==> src/rtl/sram_test_pkg.sv <==
// sram_test_pkg: constants shared by the SRAM pattern tester and its address
// sequencer. Holds the FSM state encodings, the generator pattern-index width
// and the number of settle cycles after each generator edge.
package sram_test_pkg;

   localparam int PAT_IDX_W     = 3;
   localparam int SETTLE_CYCLES = 2;

   localparam logic [3:0] ST_IDLE      = 4'd0;
   localparam logic [3:0] ST_GEN_RESET = 4'd1;
   localparam logic [3:0] ST_SETTLE    = 4'd2;
   localparam logic [3:0] ST_WRITE     = 4'd3;
   localparam logic [3:0] ST_READ      = 4'd4;
   localparam logic [3:0] ST_READ_WAIT = 4'd5;
   localparam logic [3:0] ST_ADVANCE   = 4'd6;
   localparam logic [3:0] ST_DONE      = 4'd7;
   localparam logic [3:0] ST_FAIL      = 4'd8;

   typedef enum logic [3:0] {
      S_IDLE      = ST_IDLE,
      S_GEN_RESET = ST_GEN_RESET,
      S_SETTLE    = ST_SETTLE,
      S_WRITE     = ST_WRITE,
      S_READ      = ST_READ,
      S_READ_WAIT = ST_READ_WAIT,
      S_ADVANCE   = ST_ADVANCE,
      S_DONE      = ST_DONE,
      S_FAIL      = ST_FAIL
   } state_t;

endpackage

==> src/rtl/sram_addr_sequencer.sv <==
// sram_addr_sequencer: address counter shared by the write and read sweeps.
// Ports:
//   clk, rst_n  - clock, async active-low reset
//   i_clr       - synchronous clear to 0 (has priority over i_inc)
//   i_inc       - advance by one
//   o_addr      - current address
//   o_last      - current address is the top of the range (all ones)
module sram_addr_sequencer #(
   parameter int ADDR_BITS = 20
) (
   input  logic                 clk,
   input  logic                 rst_n,
   input  logic                 i_clr,
   input  logic                 i_inc,
   output logic [ADDR_BITS-1:0] o_addr,
   output logic                 o_last
);

   logic [ADDR_BITS-1:0] r_addr;

   always_ff @(posedge clk or negedge rst_n) begin
      if (!rst_n)     r_addr <= '0;
      else if (i_clr) r_addr <= '0;
      else if (i_inc) r_addr <= r_addr + 1'b1;
   end

   assign o_addr = r_addr;
   // Explicit compare; the FSM never relies on the counter wrapping.
   assign o_last = (r_addr == {ADDR_BITS{1'b1}});

endmodule

==> src/rtl/sram_pattern_tester.sv <==
// sram_pattern_tester: for each generator pattern, writes the whole SRAM
// address range, reads it back and compares. Halts on the first mismatch with
// diagnostics latched, otherwise advances the generator until done and
// reports pass.
// Ports:
//   clk, reset_n             - clock, async active-low reset (sync release)
//   start                    - run start pulse (ignored while busy)
//   pattern/_done/_state     - generator outputs
//   pattern_next/_reset      - registered one-cycle generator strobes
//   sram_req/ready/we/addr/wdata/rdata/rvalid - SRAM controller interface
//   busy, test_pass, test_fail - run status (pass/fail sticky)
//   fail_addr/expected/actual/pattern - first-mismatch diagnostics
// Build option: SRAM_PATTERN_TESTER_ADDR_MIX_EN XORs the address into the
// expected data so address aliasing and stuck address lines are caught.
module sram_pattern_tester
   import sram_test_pkg::*;
#(
   parameter int ADDR_BITS = 20,
   parameter int DATA_BITS = 16
) (
   input  logic                 clk,
   input  logic                 reset_n,
   input  logic                 start,
   input  logic [DATA_BITS-1:0] pattern,
   input  logic                 pattern_done,
   input  logic [PAT_IDX_W-1:0] pattern_state,
   output logic                 pattern_next,
   output logic                 pattern_reset,
   output logic                 sram_req,
   input  logic                 sram_ready,
   output logic                 sram_we,
   output logic [ADDR_BITS-1:0] sram_addr,
   output logic [DATA_BITS-1:0] sram_wdata,
   input  logic [DATA_BITS-1:0] sram_rdata,
   input  logic                 sram_rvalid,
   output logic                 busy,
   output logic                 test_pass,
   output logic                 test_fail,
   output logic [ADDR_BITS-1:0] fail_addr,
   output logic [DATA_BITS-1:0] fail_expected,
   output logic [DATA_BITS-1:0] fail_actual,
   output logic [PAT_IDX_W-1:0] fail_pattern
);

   // Reset asserts asynchronously everywhere but releases on a clock edge.
   logic [1:0] r_rst_sync;
   logic       w_rst_n;

   always_ff @(posedge clk or negedge reset_n) begin
      if (!reset_n) r_rst_sync <= 2'b00;
      else          r_rst_sync <= {r_rst_sync[0], 1'b1};
   end
   assign w_rst_n = r_rst_sync[1];

   state_t               r_state, w_nxt;
   logic [1:0]           r_settle_cnt;
   logic                 w_addr_clr, w_addr_inc, w_last, w_hs, w_start_acc;
   logic [ADDR_BITS-1:0] w_addr;
   logic [DATA_BITS-1:0] w_expected;

   sram_addr_sequencer #(.ADDR_BITS(ADDR_BITS)) u_addr_seq (
      .clk    (clk),
      .rst_n  (w_rst_n),
      .i_clr  (w_addr_clr),
      .i_inc  (w_addr_inc),
      .o_addr (w_addr),
      .o_last (w_last)
   );

`ifdef SRAM_PATTERN_TESTER_ADDR_MIX_EN
   logic [DATA_BITS-1:0] w_addr_mix;
   if (ADDR_BITS >= DATA_BITS) begin : g_mix_trunc
      assign w_addr_mix = w_addr[DATA_BITS-1:0];
   end else begin : g_mix_zext
      assign w_addr_mix = {{(DATA_BITS-ADDR_BITS){1'b0}}, w_addr};
   end
   assign w_expected = pattern ^ w_addr_mix;
`else
   assign w_expected = pattern;
`endif

   assign sram_req   = (r_state == S_WRITE) || (r_state == S_READ);
   assign sram_we    = (r_state == S_WRITE);
   assign sram_addr  = w_addr;
   assign sram_wdata = (r_state == S_WRITE) ? w_expected : '0;
   assign w_hs       = sram_req && sram_ready;

   always_comb begin
      w_nxt       = r_state;
      w_addr_clr  = 1'b0;
      w_addr_inc  = 1'b0;
      w_start_acc = 1'b0;
      case (r_state)
         S_IDLE, S_DONE, S_FAIL: begin
            if (start) begin
               w_start_acc = 1'b1;
               w_nxt       = S_GEN_RESET;
            end
         end
         S_GEN_RESET: w_nxt = S_SETTLE;
         S_SETTLE: begin
            if (r_settle_cnt == 2'(SETTLE_CYCLES-1)) begin
               if (pattern_done) begin
                  w_nxt = S_DONE;
               end else begin
                  w_nxt      = S_WRITE;
                  w_addr_clr = 1'b1;
               end
            end
         end
         S_WRITE: begin
            if (w_hs) begin
               if (w_last) begin
                  w_nxt      = S_READ;
                  w_addr_clr = 1'b1;
               end else begin
                  w_addr_inc = 1'b1;
               end
            end
         end
         S_READ: if (w_hs) w_nxt = S_READ_WAIT;
         S_READ_WAIT: begin
            if (sram_rvalid) begin
               if (sram_rdata != w_expected) begin
                  w_nxt = S_FAIL;
               end else if (w_last) begin
                  w_nxt = S_ADVANCE;
               end else begin
                  w_nxt      = S_READ;
                  w_addr_inc = 1'b1;
               end
            end
         end
         S_ADVANCE: w_nxt = S_SETTLE;
         default:   w_nxt = S_IDLE;
      endcase
   end

   always_ff @(posedge clk or negedge w_rst_n) begin
      if (!w_rst_n) begin
         r_state      <= S_IDLE;
         r_settle_cnt <= '0;
      end else begin
         r_state      <= w_nxt;
         r_settle_cnt <= (r_state == S_SETTLE) ? r_settle_cnt + 2'd1 : 2'd0;
      end
   end

   always_ff @(posedge clk or negedge w_rst_n) begin
      if (!w_rst_n) begin
         pattern_next  <= 1'b0;
         pattern_reset <= 1'b0;
         busy          <= 1'b0;
         test_pass     <= 1'b0;
         test_fail     <= 1'b0;
         fail_addr     <= '0;
         fail_expected <= '0;
         fail_actual   <= '0;
         fail_pattern  <= '0;
      end else begin
         // Strobes are high during GEN_RESET / ADVANCE; generator moves on the
         // edge that leaves those states.
         pattern_reset <= w_start_acc;
         pattern_next  <= (w_nxt == S_ADVANCE);
         if (w_start_acc) begin
            busy          <= 1'b1;
            test_pass     <= 1'b0;
            test_fail     <= 1'b0;
            fail_addr     <= '0;
            fail_expected <= '0;
            fail_actual   <= '0;
            fail_pattern  <= '0;
         end else if (r_state == S_SETTLE && w_nxt == S_DONE) begin
            busy      <= 1'b0;
            test_pass <= 1'b1;
         end else if (r_state == S_READ_WAIT && w_nxt == S_FAIL) begin
            busy          <= 1'b0;
            test_fail     <= 1'b1;
            fail_addr     <= w_addr;
            fail_expected <= w_expected;
            fail_actual   <= sram_rdata;
            fail_pattern  <= pattern_state;
         end
      end
   end

endmodule

==> config.mk <==
export PLATFORM = sky130hd
export DESIGN_NAME = sram_pattern_tester
export DESIGN_NICKNAME = d
export VERILOG_FILES = /design/src/rtl/sram_test_pkg.sv /design/src/rtl/sram_addr_sequencer.sv /design/src/rtl/sram_pattern_tester.sv
export SDC_FILE = /design/constraint.sdc
export NUM_CORES = 1
export LEC_CHECK = 0
export BUFFER_PORTS_ARGS = -buffer_cell sky130_fd_sc_hd__buf_2
export CAP_MARGIN = 20
export CORE_MARGIN = 2
export CORE_UTILIZATION = 50
export CTS_CLUSTER_DIAMETER = 60
export CTS_CLUSTER_SIZE = 20
export DETAILED_ROUTE_END_ITERATION = 7
export PLACE_DENSITY = 0.85
export SLEW_MARGIN = 10
export SYNTH_ARGS = -nofsm -noshare
export SYNTH_HDL_FRONTEND = slang
export SYNTH_HIERARCHICAL = 1
export SYNTH_SLANG_ARGS = --single-unit
==> constraint.sdc <==
create_clock -name clk -period 3.75 [get_ports clk]
set_input_delay 0.375 -clock clk [delete_from_list [all_inputs] [get_ports clk]]
set_output_delay 0.375 -clock clk [all_outputs]
set_load 0.02 [all_outputs]
* Word-level counts from Yosys, hierarchy flattened
Index checks and enable logic that the tools add are counted.
** Word-level totals
- Register bits :: 88
- Latch bits :: 0
- RAM bits :: 0
- Bits in read-only memories :: 0
- Output and inout port bits :: 98
- Logic and storage cells :: 88
- Memories :: 0
** Operators by class
- Add/subtract/negate cells :: 2
- $mul :: 0
- Divide/modulo/power cells :: 0
- Order comparisons :: 0
- Equality and inequality tests :: 15
- Shift operators :: 0
- Multiplexer cells :: 46
- Bitwise gates (word level) :: 0
- Reductions and logical operators :: 12
** Operators with widths (count)
- 16-bit 2-to-1 mux :: 7
- 20-bit 2-to-1 mux :: 5
- 4-bit 2-to-1 mux :: 7
- 4-bit by 3-bit equality test with 1-bit output (second input constant) :: 6
- 4-bit case mux with 6 select lines :: 1
- 20-bit by 1-bit adder with 20-bit output (second input constant) :: 1
- 20-bit equality test (second input constant) :: 1
- 1-bit 2-to-1 mux :: 18
- 16-bit inequality test :: 1
- 3-bit 2-to-1 mux :: 4
- 4-bit by 2-bit equality test with 1-bit output (second input constant) :: 2
- 4-bit equality test (second input constant) :: 2
- 2-bit nonzero test :: 3
- 4-bit by 1-bit equality test with 1-bit output (second input constant) :: 1
- 4-bit logical NOT :: 1
- 2-bit 2-to-1 mux :: 2
- 1-bit case mux with 2 select lines :: 2
- 1-bit logical AND :: 3
- 3-bit nonzero test :: 1
- 3-bit OR reduction :: 1
- 2-bit by 1-bit adder with 2-bit output (second input constant) :: 1
- 2-bit by 1-bit equality test with 1-bit output (second input constant) :: 1
- 2-bit inequality test (second input constant) :: 1
- 2-bit AND reduction :: 1
- other kinds (2) :: 2

* Depth between registers and ports, before layout
- Word-level depth :: 10
- Gate-level depth with buffers :: 12
- Mapped depth without buffers :: 10

* Hierarchy
Netlist, hierarchy kept.
** By module, submodules not included
- sram_pattern_tester :: times used 1, cells each 345, area an instance 3343.2 um^2
- sram_addr_sequencer :: times used 1, cells each 108, area an instance 1064.8 um^2

* Least setup slack after synthesis
Ideal clock, no wire load.
- Path kind :: reg-to-reg
- Start point :: register u_addr_seq.r_addr[0] (netlist: u_addr_seq/o_addr[0])
- End point :: register u_addr_seq.r_addr[19] (netlist: u_addr_seq/o_addr[19])
- Library setup time :: 0.125 ns
- Data arrival time :: 3.767 ns
- Slack :: -0.142 ns
- Cell stages (with the launch flop) :: 13
- Buffers on the path :: 2
- Cell sequence :: dfrtp_1 > ha_1 > nand3_1 > or4_1 > buf_2 > nor3_1 > a31oi_1 > nor3_1 > o211ai_2 > or3_1 > clkbuf_1 > nor4_1 > mux2_2
** RTL lines
- from (decl) :: line sram_addr_sequencer.sv:19 : logic [ADDR_BITS-1:0] r_addr;
- from (signal assigned) :: line sram_addr_sequencer.sv:24 : else if (i_inc) r_addr <= r_addr + 1'b1;
- 20-bit equality test * :: line sram_addr_sequencer.sv:29 : assign o_last = (r_addr == {ADDR_BITS{1'b1}});
- named net w_last :: line sram_pattern_tester.sv:57 : logic w_addr_clr, w_addr_inc, w_last, w_hs, w_start_acc;
- 1-bit 2-to-1 mux * :: line sram_pattern_tester.sv:113 : if (w_last) begin
- 1-bit 2-to-1 mux * :: line sram_pattern_tester.sv:112 : if (w_hs) begin
- 1-bit case mux with 2 select lines * :: line sram_pattern_tester.sv:93 : case (r_state)
- named net w_addr_clr :: line sram_pattern_tester.sv:57
- 20-bit 2-to-1 mux / 2-bit nonzero test (equally long branches)
The timed path passes the listed nets; every way through them passes the cells marked *. The select of a mux whose other input is x is not followed.
A chain may end at the register's enable or synchronous reset.

* Final worst setup path
- Start point :: register u_addr_seq.r_addr[8] (netlist: u_addr_seq/o_addr[8])
- End point :: register u_addr_seq.r_addr[19] (netlist: u_addr_seq/o_addr[19])
The elaborated chain is that of the path after synthesis.

==> qor.txt <==
====================================================================================================
Final estimated routing congestion in global placement                                         0.900
Final-layout setup total negative slack                                                         0 ns
# IOs                                                                                            139
1st-pass router iterations                                                                         4
Wire length on met3                                                                           681 um
Detailed placer's ending HPWL                                                                7930 um
Largest vdd supply drop                                                                       267 uV
Number of buffers on the longest clock path                                                        2
Cell Count, Final, Fillers Out                                                                   701
Worst-case reg-to-reg path depth                                                                   9
Commonest cells after routing, fill and taps aside                                      buf_2, dfrtp_1, nand2_1, inv_1, mux2i_1
Iteration-0 DRC count of the detailed router                                                     197
DR WL/cell                                                                                   15.7 um
Number of buffers inserted by hold repair at cts                                                   1
Number of max-cap violations                                                                       0
Max Clk Rate                                                                                 289 MHz
Worst hold-check path type                                                                    in2reg
Post-synth design cell area                                                               4410 sq um
Detail-routed via count per cell                                                                5.33
Number of nets still failing antenna checks after routing                                          0
Antenna violations before repair                                                                   0
Kind of start point of the critical path                                                   flip-flop
Crit path kind                                                                               reg2reg
Placed cell count                                                                                683
Unrepaired setup endpoints after global routing                                                   no
Share of final-layout standard cells stronger than drive strength 1                            29.7%
Core Footprint                                                                            8640 sq um
Critical Path Fanout Max                                                                           8
Clock tree from TritonCTS                                                                        yes
Number of enable-type register cells in the synthesized netlist                                    0
Req. time, crit path                                                                         4.00 ns
Number of buffers created by CTS                                                                   9
Area share of the largest cell type after synthesis                                            50.0%
Final hold vios                                                                                    0
Hold WS                                                                                     0.253 ns
Initial Util                                                                                   51.0%
Most used DFF post-synth                                                                     dfrtp_1
LEAKAGE                                                                                   0.00280 uW
Detailed-route DRC error count                                                                     0
Part of the cycle the worst path needs                                                         92.2%
Clock insertion delay at the later pin of the skew report                                    0.36 ns
Type of destination of the critical path                                                   flip-flop
Most common cell after layout, fill and taps aside                                             buf_2
Number of cells upsized or downsized after cts                                                     0
Net count after synthesis                                                                        496
Setup clock skew after layout                                                              0.0160 ns
Relative slew margins                                                                          52.2%
Horizontal die dimension                                                                     97.9 um
Top Layer Used                                                                                  met4
Synth Register Bits                                                                               88
Number of cells on the worst hold path                                                             3
Final wirelength                                                                            11000 um
Cell type with the largest total area after synthesis                                        dfrtp_1
Setup Fix Bufs, Post-CTS                                                                           0
Mean post-synth cell area                                                                 9.73 sq um
Total number of vias                                                                            3739
Number of clock sinks                                                                             88
Cell types with the largest area share after synthesis                                  dfrtp_1, mux2i_1, nand2_1, inv_1, xor2_1
Clock-pin slew reported for the worst setup and hold paths after clock tree synthesis        0.09 ns
Die boundary height                                                                          97.9 um
Number of warnings printed during yosys synthesis                                                  6
Max-slew violation count                                                                           0
Number of port buffers                                                                           138
Total overflow reported by the global router                                                       0
DIE AREA                                                                                  9580 sq um
Clock period minus worst slack                                                               3.46 ns
Maximum number of pins on one net before global-route repair                                      87
Wire length of the first global-routing pass                                                18100 um
Root buffer cell                                                                            clkbuf_8
Number of global-route vias before repair                                                       3686
H-tree depth reported by CTS                                                                       3
Seq/Total Area, Yosys                                                                          50.0%
Distinct cell type count of the synthesized netlist                                               44
Antenna diode instance count                                                                       0
Layout overhead on the synthesized area                                                        23.7%
Power density of the placed cells                                                        390 nW/um^2
WL met1                                                                                      4610 um
# setup viols final                                                                                0
Share of async-settable or async-resettable flops after synthesis                               100%
Outcome                                                                                 complete, no violations
Wire length on met2                                                                          5550 um
Number of instances in the synthesized netlist                                                   453
Row Count                                                                                         34
Slew at the pin with the worst max-slew slack                                               0.714 ns
Critical path data arrival time                                                              3.70 ns
Global router's overall resource usage                                                         23.6%
Number of nets in the layout                                                                     631
Final standard cell utilization of the core                                                    63.2%
====================================================================================================
## cell usage after synthesis, types with 3 or more instances
master,n
dfrtp_1,88
o21ai_0,5
a21oi_1,10
nor2_1,18
or4_1,6
o31ai_1,4
buf_6,6
mux2i_1,56
nor2b_1,4
xor2_1,22
inv_1,61
nand4_1,8
nand3_1,5
buf_2,7
nor3_1,21
nand2_1,70
xnor2_1,5
clkbuf_1,12
a31oi_1,3
nand2b_1,3
nor4_1,11
## layout make-up
cell class,instances,area (sq um)
flip-flops and latches,88,2210
fillers,703,3180
well taps,108,135
clock inverters,5,78.8
clock buffers,11,151
multi-input cells,278,1840
repair buffers,149,808
inverters,62,233
## routing by layer
metal,vias to the layer above,global-route usage [%]
li1,1755,-
met5,-,0
met4,0,6.94
met1,1809,30.1
met3,18,6.08
met2,157,39.8
## registers in the layout, indices dropped and copies added, names as in the netlist, 2 cells and up
register           cells
fail_addr             20
u_addr_seq/o_addr     20
fail_actual           16
fail_expected         16
r_state                4
fail_pattern           3
r_rst_sync             2
r_settle_cnt           2
## final timing paths
kind                                           start               endpoint  slack, ns
worst max-delay path            u_addr_seq/o_addr[8]  u_addr_seq/o_addr[19]       0.29
worst min-delay path                pattern_state[1]        fail_pattern[1]       0.25
worst max register to register  u_addr_seq/o_addr[8]  u_addr_seq/o_addr[19]       0.29
worst min register to register         r_rst_sync[1]           fail_addr[4]       0.30
max in group asynchronous              r_rst_sync[1]  u_addr_seq/o_addr[18]       2.83
min in group asynchronous              r_rst_sync[1]           fail_addr[4]       0.30
## cells by family after synthesis
group | share of synthesized area (%)
buf+inv | 8.63
mux | 13.2
compound gates | 5.08
other cells | 0.0851
xor+xnor | 5.36
fa+ha+maj | 0.568
simple gates | 17.1
flops | 50.0
## worst max-delay path: stages, from the launching register on
cell	delay, ns
dfrtp_1	0.48
nand4_1	0.19
or4_1	0.67
nor3_1	0.34
a31oi_1	0.14
nor3_2	0.22
o211ai_2	0.13
or3_1	0.48
nor4_1	0.31
mux2_2	0.37
## per-stage QoR
| step | worst slack (ns) | total power, uW | instance area (sq um) |
|---|---|---|---|
| 6_report | 0.293 | 2130 | 5450 |
| 4_1_cts | 0.327 | 2140 | 5430 |
| 3_5_place_dp | 0.369 | 1390 | 5190 |
| 5_1_grt | 0.0447 | 2230 | 5450 |
| 3_3_place_gp | 0.576 | 1390 | 5190 |
| 2_1_floorplan | 0.0661 | 1240 | 4410 |
## power by group
group          internal [uW]  total, uW  switching [uW]  leakage (uW)
Clock                    411        748             337      0.000119
Sequential               985       1050            65.2       0.00120
Combinational            127        329             201       0.00148
No activity file was read; power rests on OpenSTA's default activity.
